==> config.mk <==
export PLATFORM = sky130hd
export DESIGN_NAME = bitrf_wr_seq
export DESIGN_NICKNAME = d
export VERILOG_FILES = /design/src/rtl/bitrf_wr_seq.sv
export SDC_FILE = /design/constraint.sdc
export NUM_CORES = 1
export LEC_CHECK = 0
export BUFFER_PORTS_ARGS = -buffer_cell sky130_fd_sc_hd__buf_2
export CORE_MARGIN = 3
export CORE_UTILIZATION = 46
export CTS_CLUSTER_DIAMETER = 200
export DETAILED_ROUTE_END_ITERATION = 8
export GPL_TIMING_DRIVEN = 0
export HOLD_SLACK_MARGIN = 0.12
export PLACE_DENSITY = 0.82
export SYNTH_ARGS = -nofsm -noshare
export SYNTH_HDL_FRONTEND = slang
export SYNTH_SLANG_ARGS = --single-unit
==> constraint.sdc <==
create_clock -name clk -period 1.8 [get_ports clk]
set_input_delay 0.09 -clock clk [delete_from_list [all_inputs] [get_ports clk]]
set_output_delay 0.09 -clock clk [all_outputs]
set_load 0.05 [all_outputs]
==> src/rtl/bitrf_wr_seq.sv <==
// rtl/bitrf_wr_seq.sv - write/lookup/invalidate sequencer for the per-set way-bit regfile
//
// Purpose: serializes single-bit way updates into the bitrf through a one-entry
// stage, services set lookups with a one-cycle registered result, and runs an
// invalidate-all walk that clears every way bit one write per cycle.
//
// Ports:
//   clk, reset                 clock, synchronous active-high reset
//   upd_valid/upd_ready        update handshake; upd_idx, upd_way_sel (one-hot), upd_bit
//   upd_err                    pulse: accepted update had a bad way select and was dropped
//   lk_valid/lk_ready          lookup handshake; lk_idx
//   lk_bits, lk_bits_valid     registered lookup result and its qualifying pulse
//   inv_req                    level request to start the invalidate walk (sampled in IDLE)
//   inv_busy, inv_done         walk in progress / completion pulse
//   rf_ra, rf_wa, rf_wr, rf_d, rf_way_sel, rf_q   regfile port (rf_q is combinational regs[rf_ra])

module bitrf_wr_seq #(
    parameter int SETS  = 8192,
    parameter int IDX_W = 13,
    parameter int WAYS  = 4
) (
    input  logic             clk,
    input  logic             reset,
    input  logic             upd_valid,
    output logic             upd_ready,
    input  logic [IDX_W-1:0] upd_idx,
    input  logic [WAYS-1:0]  upd_way_sel,
    input  logic             upd_bit,
    output logic             upd_err,
    input  logic             lk_valid,
    output logic             lk_ready,
    input  logic [IDX_W-1:0] lk_idx,
    output logic [WAYS-1:0]  lk_bits,
    output logic             lk_bits_valid,
    input  logic             inv_req,
    output logic             inv_busy,
    output logic             inv_done,
    output logic [IDX_W-1:0] rf_ra,
    output logic [IDX_W-1:0] rf_wa,
    output logic             rf_wr,
    output logic             rf_d,
    output logic [WAYS-1:0]  rf_way_sel,
    input  logic [WAYS-1:0]  rf_q
);

    localparam int WAY_W = (WAYS > 1) ? $clog2(WAYS) : 1;

    typedef enum logic {
        IDLE = 1'b0,
        WALK = 1'b1
    } state_t;

    state_t state;
    state_t state_nxt;

    logic             stg_vld;
    logic [IDX_W-1:0] stg_idx;
    logic [WAYS-1:0]  stg_way;
    logic             stg_bit;

    logic [IDX_W-1:0] walk_idx;
    logic [WAY_W-1:0] walk_way;

    logic is_idle;
    logic walk_start;
    logic walk_last;
    logic upd_acc;
    logic lk_acc;
    logic way_onehot;

    assign is_idle    = (state == IDLE);
    // A pending staged write must drain before the walk may start.
    assign walk_start = is_idle & inv_req & ~stg_vld;
    assign walk_last  = (walk_idx == IDX_W'(SETS - 1)) && (walk_way == WAY_W'(WAYS - 1));

    assign upd_ready = is_idle & ~walk_start;
    // The staged write owns rf_ra, and the walk entry cycle blocks lookups too.
    assign lk_ready  = is_idle & ~stg_vld & ~inv_req;

    assign upd_acc = upd_valid & upd_ready;
    assign lk_acc  = lk_valid & lk_ready;

    assign way_onehot = (upd_way_sel != '0) &&
                        ((upd_way_sel & (upd_way_sel - {{(WAYS-1){1'b0}}, 1'b1})) == '0);

    assign inv_busy = (state == WALK);
    // Read and write share one address so each write lands on the set being read.
    assign rf_wa = rf_ra;

    always_comb begin
        state_nxt  = state;
        rf_ra      = lk_idx;
        rf_wr      = 1'b0;
        rf_d       = 1'b0;
        rf_way_sel = '0;
        case (state)
            IDLE: begin
                if (walk_start) begin
                    state_nxt = WALK;
                end
                if (stg_vld) begin
                    rf_ra      = stg_idx;
                    rf_wr      = 1'b1;
                    rf_d       = stg_bit;
                    rf_way_sel = stg_way;
                end
            end
            WALK: begin
                rf_ra      = walk_idx;
                rf_wr      = 1'b1;
                rf_d       = 1'b0;
                rf_way_sel = WAYS'(1) << walk_way;
                if (walk_last) begin
                    state_nxt = IDLE;
                end
            end
            default: begin
                state_nxt = IDLE;
            end
        endcase
    end

    always_ff @(posedge clk) begin
        if (reset) begin
            state         <= IDLE;
            stg_vld       <= 1'b0;
            stg_idx       <= '0;
            stg_way       <= '0;
            stg_bit       <= 1'b0;
            walk_idx      <= '0;
            walk_way      <= '0;
            lk_bits       <= '0;
            lk_bits_valid <= 1'b0;
            upd_err       <= 1'b0;
            inv_done      <= 1'b0;
        end else begin
            state <= state_nxt;

            // The stage always drains the cycle after it loads, so it only
            // stays full under back-to-back accepts.
            stg_vld <= upd_acc & way_onehot;
            if (upd_acc) begin
                stg_idx <= upd_idx;
                stg_way <= upd_way_sel;
                stg_bit <= upd_bit;
            end
            upd_err <= upd_acc & ~way_onehot;

            lk_bits_valid <= lk_acc;
            if (lk_acc) begin
                lk_bits <= rf_q;
            end

            if (state == WALK) begin
                if (walk_way == WAY_W'(WAYS - 1)) begin
                    walk_way <= '0;
                    walk_idx <= walk_idx + IDX_W'(1);
                end else begin
                    walk_way <= walk_way + WAY_W'(1);
                end
            end else begin
                walk_idx <= '0;
                walk_way <= '0;
            end

            inv_done <= (state == WALK) & walk_last;
        end
    end

endmodule

==> impl_summary.log, run 1 <==
[metrics] result of the run: finished, final reports clean
[metrics] CTS tree: built
[metrics] slowest stage cell, crit path: dfxtp_2
[metrics] static leakage: 0.00132 uW
[metrics] Logic pwr share: 0.288
[metrics] proportion of layout cells with a drive suffix above 1: 0.371
[metrics] via count of the first global-routing pass: 2231
[metrics] H-tree levels: 2
[metrics] I/O pin total: 82
[metrics] count of unique library cells instantiated by Yosys: 36
[metrics] critical path's top delay family: buffers and inverters
[metrics] global-route usage over all layers: 0.225
[metrics] period utilization: 0.947
[metrics] number of warnings issued by yosys: 0
[metrics] die footprint: 5940 sq um
[metrics] placed inst area: 2880 sq um
[metrics] leading cell type in the layout, fill and taps excluded: buf_2
[metrics] count of non-filler cells in the finished layout: 450
[metrics] wirelength, routed: 6580 um
[metrics] total clock sinks: 42
[metrics] NetSw: 718 uW
[metrics] crit-path max cell delay: 370 ps
[metrics] count of routing violations after the opening detailed-route iteration: 99
[metrics] worst hold path class: in2reg
[metrics] number of diodes: 0
[metrics] initial antenna violation count: 0
[metrics] area growth from synthesis to layout: 39.8%
[metrics] relative contribution of the clock network to total power: 0.259
[metrics] most frequent cells in the layout: 81 x buf_2, 39 x dfxtp_1, 29 x nand2_1, 22 x a21oi_1
[metrics] Post-Synthesis Cells: 273
[metrics] setup repair after global routing missed its margin: false
[metrics] Via density: 5.27
[metrics] worst-case hold slack: 132 ps
[metrics] final setup violation count: 0
[metrics] cell repeated most along the worst path: buf_6
[metrics] fin crit period: 1700 ps
[metrics] total congestion overflow after global routing: 0
[metrics] switching power as a share of total power: 0.333
[metrics] final antenna-violating net count: 0
[metrics] # port buffers: 79
[metrics] insertion delay of the later-clocked pin in the worst-skew pair: 290 ps
[metrics] vias after detailed routing: 2373
[metrics] Max Clk Rate: 587 MHz
[metrics] Arrival @ worst endpoint: 1610 ps
[metrics] clock slew at reported path FFs: 70 ps
[metrics] mean post-synth cell area: 8.51 sq um
[metrics] site row count: 25
[metrics] Synth async-reset ratio: 0
[metrics] Mapped Nets: 318
[metrics] Slew headroom: 0.542
[metrics] Crit. End Element: output pin
[metrics] largest net degree at the start of global routing: 12
[metrics] part of the total power dissipated in sequential elements: 0.452
[metrics] global placement routability congestion: 0.797
[metrics] post-route standard cell area excluding fillers: 3250 sq um
[metrics] total clock buffers created by CTS: 5
[metrics] clock root buffer: clkbuf_8
[metrics] crit path kind: reg2out
[metrics] Hold Fails Final Rpt: 0
[metrics] initial core utilization: 0.485
[metrics] Internal Power: 1440 uW
[metrics] Die X-Extent: 77.1 um
[metrics] CP max FO: 10
[metrics] remaining design rule violation count: 0
[metrics] maximum clock insertion buffer count: 2
[metrics] dpl cells: 419
[metrics] PD cells: 665 nW/um^2
[metrics] post-synthesis cell area: 2320 sq um
[metrics] drt first pass iters: 4
[metrics] worst-path cell chain: buf_6 -> buf_6 -> mux2i_2 -> o21ai_4 -> buf_4 -> clkbuf_4
[metrics] routed wire length per instance: 14.6 um
[metrics] core utilization of the finished layout: 0.678
[metrics] sequential area share after synthesis: 0.362
[metrics] total of flip-flops plus latches after synthesis: 42
[metrics] Crit path required time: 1710 ps
[metrics] number of buffers and inverters on the critical path: 4
[metrics] Max Transition Viols Final: 0
[metrics] Final Net Count: 428
[metrics] worst clock skew: 3.16 ps
[metrics] estimated wirelength of the detail-placed design: 4710 um
[metrics] number of enable flip-flop cells after synthesis: 0
[metrics] maximum VDD drop: 0.000377 V
[metrics] Die Y: 77.1 um
[metrics] MaxCap Viol Count: 0
[metrics] global-route wire length before repair: 10700 um
[metrics] transition time of the tightest slew-check pin: 685 ps
[metrics] dominant synthesized flop cell: dfxtp_1
[metrics] CP startpoint kind: register
[metrics] standard cell core area: 4790 sq um
-- per-layer routing --
metal	part of all wire	wire, um	global-route usage	up-vias
met3	0.037	241	0.0434	17
met2	0.54	3540	0.415	63
met4	0.025	165	0.0854	0
met1	0.40	2630	0.254	1100
met5	0	0	0	-
li1	-	-	-	1193
-- final timing paths --
check                                    to  slack (ps)  cells past startpoint           start
worst max-delay path               rf_wa[8]         100                      6         stg_vld
worst min-delay path             stg_way[1]         130                      3  upd_way_sel[1]
worst max register to register  walk_idx[6]         190                      6     walk_way[0]
worst min register to register  walk_way[0]         440                      1     walk_way[0]
-- registers in the layout, indices dropped and copies added, names as in the netlist, 2 cells and up --
register,count
lk_bits,4
stg_idx,13
stg_way,4
walk_idx,13
walk_way,2
-- cells in the mapped netlist, types with 4 or more instances --
| cell | count | share of area |
|---|---|---|
| inv_1 | 5 | 0.0081 |
| clkbuf_1 | 11 | 0.018 |
| nor2_1 | 12 | 0.019 |
| a21oi_1 | 22 | 0.047 |
| or4_1 | 4 | 0.013 |
| o31ai_1 | 21 | 0.068 |
| nand4b_1 | 18 | 0.068 |
| ha_1 | 5 | 0.027 |
| nand2_1 | 29 | 0.047 |
| buf_4 | 15 | 0.048 |
| nand2b_1 | 8 | 0.022 |
| dfxtp_1 | 42 | 0.36 |
| o21ai_0 | 18 | 0.039 |
| mux2i_1 | 21 | 0.091 |
| buf_2 | 7 | 0.015 |
-- tightest hold or removal path, cell delays in order --
cell and delay, ps:
buf_2 120, nand4b_1 110, a21oi_1 60
-- area by class of cell --
type / instances / area, sq um
fill: 371 / 1540
multi-input combinational: 189 / 1350
sequential: 42 / 845
timing repair buffer: 103 / 636
buffer: 36 / 234
tap: 67 / 83.8
clock buffer: 7 / 76.3
inverter: 6 / 22.5
-- metrics by stage --
stage	total power (uW)	setup TNS (ps)	setup WS [ps]
floorplan	1420	-121	-21.1
finish	2160	0	95.3
CTS	2150	0	8.58
detailed placement	1560	0	8.43
global placement	1550	0	20.5
global route	2250	0	9.47
-- power by group through the flow --
stage               sequential [uW]  combinational (uW)  clock [uW]
global placement                994                 560           0
detailed placement              995                 569           0
CTS                             974                 612         568
global route                    978                 660         613
finish                          976                 622         559
floorplan                      1020                 402           0
-- cell families after synthesis --
logic type	Yosys count	synth area share
buf+inv	42	0.0991
xor+xnor	5	0.0189
flops	42	0.362
simple gates	91	0.227
compound gates	67	0.176
fa+ha+maj	5	0.0269
mux	21	0.0905
-- timing repair --
item                                    CTS  global route
hold buffers                             21             0
gates cloned                              0             0
setup buffers                             3             0
endpoints found under the setup margin   31            21
gates resized for setup                  13            12
hold endpoints to repair                 21             0
No activity file was read; power rests on OpenSTA's default activity.
==> run 2, diff against run 1 <==
--- a/config.mk
+++ b/config.mk
@@ -10,7 +10,6 @@
 export CORE_UTILIZATION = 46
 export CTS_CLUSTER_DIAMETER = 200
 export DETAILED_ROUTE_END_ITERATION = 8
-export GPL_TIMING_DRIVEN = 0
 export HOLD_SLACK_MARGIN = 0.12
 export PLACE_DENSITY = 0.82
 export SYNTH_ARGS = -nofsm -noshare
==> run 2 against run 1 <==
Against the previous run:
- wire length fell by 3.0%
- register-to-register slack got worse by 80 ps
- core utilization fell by 2.8 points
- first-iteration DRC count rose by 110%
- combinational power fell by 7.9%
- critical path type is now reg2reg
- largest cell class unchanged
- largest power group unchanged
- highest routed layer unchanged
==> impl_summary.log, run 2 (synthesis results as in run 1) <==
[metrics] result of the run: finished, final reports clean
[metrics] Fillers: 380 (+2.4%)
[metrics] MaxCap Viol Count: 0 (unchanged)
[metrics] count of routing violations after the opening detailed-route iteration: 211 (+110%)
[metrics] I/O pin total: 82 (unchanged)
[metrics] largest net degree at the start of global routing: 30 (+18)
[metrics] global-route wire length before repair: 10600 um (-0.97%)
[metrics] Final Net Count: 404 (-5.6%)
[metrics] Arrival @ worst endpoint: 1910 ps (+300 ps)
[metrics] standard cell core area: 4790 sq um (unchanged)
[metrics] CP max FO: 13 (+3)
[metrics] total congestion overflow after global routing: 0 (unchanged)
[metrics] total clock buffers created by CTS: 5 (unchanged)
[metrics] initial antenna violation count: 0 (unchanged)
[metrics] Crit. End Element: register
[metrics] setup repair after global routing missed its margin: false
[metrics] total clock sinks: 42 (unchanged)
[metrics] wirelength, routed: 6380 um (-3.0%)
[metrics] leading cell type in the layout, fill and taps excluded: buf_2
[metrics] worst hold path class: in2reg
[metrics] Regs by FF count: stg_idx: 13 flops, walk_idx: 13 flops
[metrics] global placement routability congestion: 0.794 (-0.34%)
[metrics] estimated wirelength of the detail-placed design: 4490 um (-4.7%)
[metrics] Max Clk Rate: 592 MHz (+0.97%)
[metrics] insertion delay of the later-clocked pin in the worst-skew pair: 290 ps (about the same)
[metrics] clock slew at reported path FFs: 80 ps (about the same)
[metrics] H-tree levels: 2 (unchanged)
[metrics] Crit path required time: 2020 ps (+310 ps)
[metrics] slack of the worst reg-to-reg path: 110 ps (-80 ps)
[metrics] Hold Crit Endpoint: stg_way[3]
[metrics] worst-case setup slack after placement: 139 ps (+130 ps)
[metrics] static leakage: 0.00124 uW (-5.8%)
[metrics] global-route usage over all layers: 0.219 (-0.00552)
[metrics] worst-case hold slack: 124 ps (-8.22 ps)
[metrics] PnR worst setup slack: 112 ps (+16.4 ps)
[metrics] fin crit period: 1690 ps (-16.4 ps)
[metrics] initial core utilization: 0.485 (unchanged)
[metrics] most frequent cells in the layout: 81 x buf_2, 41 x dfxtp_1, 29 x nand2_1, 22 x a21oi_1
[metrics] maximum VDD drop: 0.000406 V (+7.8%)
[metrics] CP startpoint kind: register
[metrics] final setup violation count: 0 (unchanged)
[metrics] source of the worst hold timing path: upd_way_sel[3]
[metrics] cell count of the worst reg-to-reg path: 5 (-1)
[metrics] drt first pass iters: 4 (unchanged)
[metrics] area growth from synthesis to layout: 33.9%
[metrics] Die X-Extent: 77.1 um (unchanged)
[metrics] Hold Fails Final Rpt: 0 (unchanged)
[metrics] cell count of the worst hold path: 3 (unchanged)
[metrics] Reg2Reg Launch Point: walk_way[0]
[metrics] crit path kind: reg2reg
[metrics] remaining design rule violation count: 0 (unchanged)
[metrics] worst clock skew: 7.83 ps (+4.68 ps)
[metrics] via count of the first global-routing pass: 2210 (-0.94%)
[metrics] clock root buffer: clkbuf_8
[metrics] PD cells: 736 nW/um^2 (+11%)
[metrics] transition time of the tightest slew-check pin: 487 ps (-198 ps)
[metrics] period utilization: 0.938 (-0.00912)
[metrics] maximum clock insertion buffer count: 2 (unchanged)
[metrics] CTS tree: built
[metrics] final antenna-violating net count: 0 (unchanged)
[metrics] Die Y: 77.1 um (unchanged)
[metrics] number of diodes: 0 (unchanged)
[metrics] Max Transition Viols Final: 0 (unchanged)
[metrics] routed wire length per instance: 14.9 um (+2.3%)
[metrics] proportion of layout cells with a drive suffix above 1: 0.339 (-0.0319)
[metrics] # port buffers: 81 (+2.5%)
[metrics] vias after detailed routing: 2343 (-1.3%)
[metrics] endpoint of the most critical register-to-register path: walk_idx[12]
[metrics] Slew headroom: 0.675 (+0.133)
[metrics] site row count: 25 (unchanged)
[metrics] Via density: 5.49 (+4.1%)
[metrics] die footprint: 5940 sq um (unchanged)
[run 2: changes by cell type in the layout (fill, tap and decap cells not counted), moves of 3 or more]
cell      delta
clkbuf_4     -4
clkbuf_1     -8
buf_6        -3
mux2i_1      +3
buf_4        -8
mux2i_2      -3
dfxtp_2      -3
[run 2: what timing repair did]
| item | CTS | global route |
|---|---|---|
| gates resized for setup | 0 | 1 |
| setup endpoints to repair | 0 | 18 |
| setup buffers | 0 | 0 |
| endpoints found under the hold margin | 21 | 0 |
| hold buffers | 21 | 0 |
[run 2: cell type report]
| class | count | area, sq um | area share |
|---|---|---|---|
| Multi-Input combinational cell | 189 | 1330 | 0.426 |
| Sequential cell | 42 | 845 | 0.272 |
| Timing Repair Buffer | 115 | 726 | 0.233 |
| Tap cell | 67 | 83.8 | 0.0270 |
| Clock buffer | 5 | 68.8 | 0.0221 |
| Clock inverter | 3 | 40.0 | 0.0129 |
| Inverter | 6 | 22.5 | 0.00724 |
[run 2: where the power goes]
part           internal (uW)  switching (uW)
combinational            187             386
clock                    408             323
sequential               955            28.9
total                   1550             737
[run 2: routing by layer]
metal	vias to the layer above	wire (um)	GRT usage
met1	1109	2690	0.263
met4	0	129	0.0836
met2	74	3270	0.379
met3	12	301	0.0528
met5	-	0	0
li1	1148	-	-
[run 2: worst max-delay path, cell delays in order, from the launching register on]
cell     delay (ps)
dfxtp_1         390
ha_1            240
nand4_2         270
nor4_1          370
buf_4           180
mux2i_1         170
[run 2: worst max-delay path by stage]
stage | to | startpoint | cells past startpoint | slack, ps
2_1_floorplan | rf_wa[10] | stg_vld | 5 | -20
3_3_place_gp | walk_idx[7] | walk_way[0] | 4 | 250
3_5_place_dp | walk_idx[9] | walk_way[0] | 4 | 140
4_1_cts | rf_ra[0] | inv_busy | 4 | 10
5_1_grt | walk_idx[12] | walk_way[0] | 5 | 10
6_report | walk_idx[12] | walk_way[0] | 5 | 110
[run 2: metrics by stage]
stage	setup TNS, ps	cell area (sq um)	power, uW	cells	utilization
after global routing	0	3110	2370	427	0.650
after CTS	0	3110	2300	427	0.649
after floorplan	-121	2400	1420	273	-
after global placement	0	2790	1530	398	0.583
final	0	3110	2290	427	0.650
after detailed placement	0	2790	1540	398	0.583
